$ cat src/rtl/shift_reg_pkg.sv
// Shared encodings for the shift_reg_n block: shift modes and FSM states.
// Build option SHIFT_REG_BARREL_EN (see shift_reg_n) does not change these values.
package shift_reg_pkg;

    localparam logic [1:0] OP_LSR = 2'd0;
    localparam logic [1:0] OP_ASR = 2'd1;
    localparam logic [1:0] OP_LSL = 2'd2;
    localparam logic [1:0] OP_ROR = 2'd3;

    localparam logic [1:0] ST_IDLE  = 2'd0;
    localparam logic [1:0] ST_SHIFT = 2'd1;
    localparam logic [1:0] ST_DONE  = 2'd2;

endpackage

$ cat src/rtl/shift_step.sv
// One single-bit shift step for any of the four modes; purely combinational.
// Used alone for the serial build and chained for the SHIFT_REG_BARREL_EN build.
module shift_step
    import shift_reg_pkg::*;
#(
    parameter int WIDTH = 8
) (
    input  logic [WIDTH-1:0] q,
    input  logic [1:0]       op,
    output logic [WIDTH-1:0] q_next,
    output logic             out_bit
);

    logic signed [WIDTH-1:0] q_signed;

    assign q_signed = q;

    always_comb begin
        q_next  = q;
        out_bit = q[0];
        case (op)
            OP_LSR: begin
                q_next  = {1'b0, q[WIDTH-1:1]};
                out_bit = q[0];
            end
            OP_ASR: begin
                q_next  = q_signed >>> 1;
                out_bit = q[0];
            end
            OP_LSL: begin
                q_next  = {q[WIDTH-2:0], 1'b0};
                out_bit = q[WIDTH-1];
            end
            OP_ROR: begin
                q_next  = {q[0], q[WIDTH-1:1]};
                out_bit = q[0];
            end
            default: begin
                q_next  = q;
                out_bit = q[0];
            end
        endcase
    end

endmodule

$ cat src/rtl/shift_reg_n.sv
// Load / multi-mode shift register with start/busy/done handshake, one bit per clock.
// Define SHIFT_REG_BARREL_EN to finish the whole shift in a single SHIFT cycle.
module shift_reg_n
    import shift_reg_pkg::*;
#(
    parameter int WIDTH = 8,
    parameter int AMT_W = 4
) (
    input  logic             clk,
    input  logic             reset_n,
    input  logic             load_n,
    input  logic [WIDTH-1:0] load_val,
    input  logic             start,
    input  logic [1:0]       op,
    input  logic [AMT_W-1:0] amount,
    output logic             busy,
    output logic             done,
    output logic             serial_out,
    output logic [WIDTH-1:0] q
);

    logic [1:0]       state;
    logic [1:0]       op_r;
    logic [AMT_W-1:0] cnt;
    logic [WIDTH-1:0] step_q;
    logic             step_bit;

`ifdef SHIFT_REG_BARREL_EN
    localparam int MAX_AMT = (1 << AMT_W) - 1;

    // stage_q[i] is q after i literal steps; cnt holds the latched amount
    logic [WIDTH-1:0] stage_q   [0:MAX_AMT];
    logic             stage_bit [0:MAX_AMT];

    assign stage_q[0]   = q;
    assign stage_bit[0] = serial_out;

    for (genvar i = 0; i < MAX_AMT; i++) begin : g_chain
        shift_step #(.WIDTH(WIDTH)) u_step (
            .q       (stage_q[i]),
            .op      (op_r),
            .q_next  (stage_q[i+1]),
            .out_bit (stage_bit[i+1])
        );
    end

    assign step_q   = stage_q[cnt];
    assign step_bit = stage_bit[cnt];
`else
    shift_step #(.WIDTH(WIDTH)) u_step (
        .q       (q),
        .op      (op_r),
        .q_next  (step_q),
        .out_bit (step_bit)
    );
`endif

    assign busy = (state == ST_SHIFT);
    assign done = (state == ST_DONE);

    always_ff @(posedge clk or negedge reset_n) begin
        if (!reset_n) begin
            state      <= ST_IDLE;
            op_r       <= OP_LSR;
            cnt        <= '0;
            q          <= '0;
            serial_out <= 1'b0;
        end else begin
            case (state)
                ST_IDLE: begin
                    if (!load_n) begin
                        q <= load_val;
                    end else if (start) begin
                        if (amount == '0) begin
                            state <= ST_DONE;
                        end else begin
                            op_r  <= op;
                            cnt   <= amount;
                            state <= ST_SHIFT;
                        end
                    end
                end
                ST_SHIFT: begin
                    q          <= step_q;
                    serial_out <= step_bit;
`ifdef SHIFT_REG_BARREL_EN
                    cnt   <= '0;
                    state <= ST_DONE;
`else
                    cnt <= cnt - AMT_W'(1);
                    if (cnt == AMT_W'(1)) begin
                        state <= ST_DONE;
                    end
`endif
                end
                ST_DONE: begin
                    state <= ST_IDLE;
                end
                default: begin
                    state <= ST_IDLE;
                end
            endcase
        end
    end

endmodule

$ cat config.mk
export PLATFORM = sky130hd
export DESIGN_NAME = shift_reg_n
export DESIGN_NICKNAME = d
export VERILOG_FILES = /design/src/rtl/shift_reg_pkg.sv /design/src/rtl/shift_step.sv /design/src/rtl/shift_reg_n.sv
export SDC_FILE = /design/constraint.sdc
export NUM_CORES = 1
export LEC_CHECK = 0
export CAP_MARGIN = 20
export CORE_MARGIN = 2
export CORE_UTILIZATION = 47
export DETAILED_ROUTE_END_ITERATION = 16
export GPL_ROUTABILITY_DRIVEN = 1
export PLACE_DENSITY_LB_ADDON = 0.3
export RECOVER_POWER = 25
export SETUP_SLACK_MARGIN = 0.15
export SYNTH_ARGS = -nofsm -noshare
export SYNTH_HDL_FRONTEND = slang
export SYNTH_SLANG_ARGS = --single-unit
$ cat constraint.sdc
create_clock -name clk -period 1.8 [get_ports clk]
set_input_delay 0.36 -clock clk [delete_from_list [all_inputs] [get_ports clk]]
set_output_delay 0.36 -clock clk [all_outputs]
set_load 0.01 [all_outputs]
==> metrics.cfg <==
[sta]
finalSetupTns_ns=0
grt_setup_unrepaired=no
fin_ws_ns=0.175
tightest_slew_ns=0.910
setup_viol=0
hold_viol_final=0
fmaxAchievable_mhz=616
fin_crit_sh_pct=90.3
skew_ns=0.00665
drv_slew=0
relSlewSlack_pct=39.3
final.min_clock_period_ns=1.62

[global_route]
grt_max_degree=18
grtUsageTotal_pct=21.5
grt_pass1_vias=978
overflow=0
antenna_found_initial=0
grt_pass1_wl_mm=4.37

[layout]
finalCoreUtilization_pct=71.3
drive_above_1_share_pct=26.6
fillers=168
multi_input_area_sq_um=587
syn2layout_area_growth_pct=44.3
seqCellArea_sq_um=427
antennaDiodeCount=0
layoutNonFillerInstCount=186
final_nets=179

[pwr]
p_per_area_nw_per_um2=1550
p_int_mw=1.48
seq_power_share_pct=30.6
switchingPower_mw=0.937
power_mw=2.41
p_sw_share_pct=38.8
power_frac_clock_pct=8.5
power_frac_comb_pct=60.9
p_leak_nw=0.689
ir_drop_mv=0.856

[min_path]
worstHoldPathCells=2
hold_path.class=flip-flop to flip-flop

[floorplan]
rows=17
die_h_um=52.0
die_w_um=52.0
ios=29
initial_core_util_pct=49.4
core_sq_um=2190
dieArea_sq_um=2700

[clock_tree]
clockBufferDepth=2
clock_latency_ns=0.28
hold_buffers=0
cts_root_buffer=clkbuf_4
clk_pin_slew_worst_paths_ns=0.11
cts_made_buffers=3
cts_tree=done
h-tree-depth=1
cts_sinks=17

[critical_path]
slowest_delay_ns=0.56
ff2ff_path_depth=5
worst-path-buf-inv=1
crit_family=buffers and inverters
crit_path_end_kind=primary output
startpoint_type=flip-flop
critPathKind=flip-flop to primary output
required_ns=1.44
worstSetupPathDepth=1
crit_path_max_fanout=4
slowest_stage=clkdlybuf4s50_1
path_cells=clkdlybuf4s50_1
arrival_ns=1.26

[synth]
syn-cell-area_sq_um=1080
yosys.cell_types.count=37
avgSynthCellArea_sq_um=9.84
ys_seq_area_share_pct=39.3
syn_nets=130
synth_cells=110
ys_ff_latch=17
synthFlopType=dfrtp_1
synth-edff-count=0
async_flop_share_pct=100
yosysWarnings=0

[placement]
dpl.hpwl_mm=1.93
place_ws_ns=-0.0388
gp_congestion=0.786
placedCellCount=170
port-buffer-count=28

[route]
ant_nets=0
vias=1035
routed_via_density=5.56
first_pass_iters=4
wl_mm=2.73
drt_iter0_markers=23
wl_per_cell_um=14.7
drc=0

[status]
status=completed

[job]
maxCapViolCount=0

## through the flow
step | area, sq um | hold slack [ns]
final | 1560 | 0.493
after detailed placement | 1440 | 0.471
after global placement | 1440 | 0.465
after floorplan | 1080 | 0.0644
after CTS | 1490 | 0.390
after global routing | 1560 | 0.534
## final cells by class
type | instances | area share, %
flip-flops and latches | 17 | 27.3
inverters | 12 | 2.88
clock buffers | 3 | 1.44
repair buffers | 50 | 28.2
multi-input cells | 75 | 37.6
well taps | 28 | 2.24
clock inverters | 1 | 0.321
## worst paths after layout
path                                          end  slack [ns]                    from
max                                          q[4]        0.18        q[4]$_DFFE_PN0P_
min in group asynchronous        q[6]$_DFFE_PN0P_        0.70                 reset_n
min                        serial_out$_DFFE_PN0P_        0.49  serial_out$_DFFE_PN0P_
min reg2reg                serial_out$_DFFE_PN0P_        0.49  serial_out$_DFFE_PN0P_
max reg2reg                      q[3]$_DFFE_PN0P_        0.21    state[1]$_DFFE_PN0P_
max in group asynchronous        q[0]$_DFFE_PN0P_        0.49                 reset_n
## cell usage after synthesis, types with 2 or more instances
cell type,instances,area (sq um)
nand2_1,2,7.51
buf_2,3,15.0
clkbuf_2,2,10.0
o21ai_0,5,25.0
nand2b_1,6,37.5
mux2i_1,9,90.1
nor2_1,2,7.51
dfrtp_1,17,425
ha_1,2,25.0
a221oi_1,6,52.6
a21oi_1,11,55.1
mux2_4,2,30.0
or3_2,6,45.0
nor3_1,2,10.0
nor2b_1,2,12.5
inv_1,11,41.3
a22oi_1,2,15.0
## cell families after synthesis
group | after synthesis | synth area share, %
fa+ha+maj | 2 | 2.31
simple gates | 30 | 20.3
flops | 17 | 39.3
compound gates | 30 | 18.3
xor+xnor | 1 | 0.809
mux | 12 | 12.1
buf+inv | 18 | 6.82
## repair_timing
item | CTS | global route
resized for setup | 3 | 2
buffers inserted | 3 | 9
pin swaps | 0 | 1
setup endpoints to repair | 4 | 9
## flip-flops by register name, indices dropped and copies added (netlist names)
| register | flops |
|---|---|
| q | 8 |
| cnt | 4 |
| op_r | 2 |
| state | 2 |
| serial_out | 1 |
## power by group through the flow
stage          combinational (mW)  sequential [mW]  clock (mW)
2_1_floorplan               0.734            0.774           0
3_3_place_gp                 1.22            0.767           0
3_5_place_dp                 1.26            0.784           0
4_1_cts                      1.29            0.770       0.208
5_1_grt                      1.63            0.765       0.228
6_report                     1.47            0.739       0.205
## layout by cell type (no fill, tap or decap), drive strengths merged, types with 2 or more instances in the layout
cell type / synthesis / final
clkdlybuf4s50: 0 / 25
buf: 3 / 21
dfrtp: 17 / 17
inv: 12 / 12
a21oi: 11 / 11
mux2i: 9 / 9
nand2b: 7 / 7
or3: 7 / 7
a221oi: 6 / 6
o21ai: 5 / 5
clkbuf: 3 / 4
mux2: 3 / 3
nor2: 2 / 2
nor2b: 2 / 2
nor3: 2 / 2
a22oi: 2 / 2
nand2: 2 / 2
ha: 2 / 2
nor4: 2 / 2
nand3b: 2 / 2
## metal layers
metal | GRT usage, % | wire, um
met5 | 0 | 0
met4 | 4.39 | 34
met1 | 28.5 | 1230
met2 | 36.7 | 1340
met3 | 3.74 | 124
Note: power is estimated with default switching activity, not from simulation.
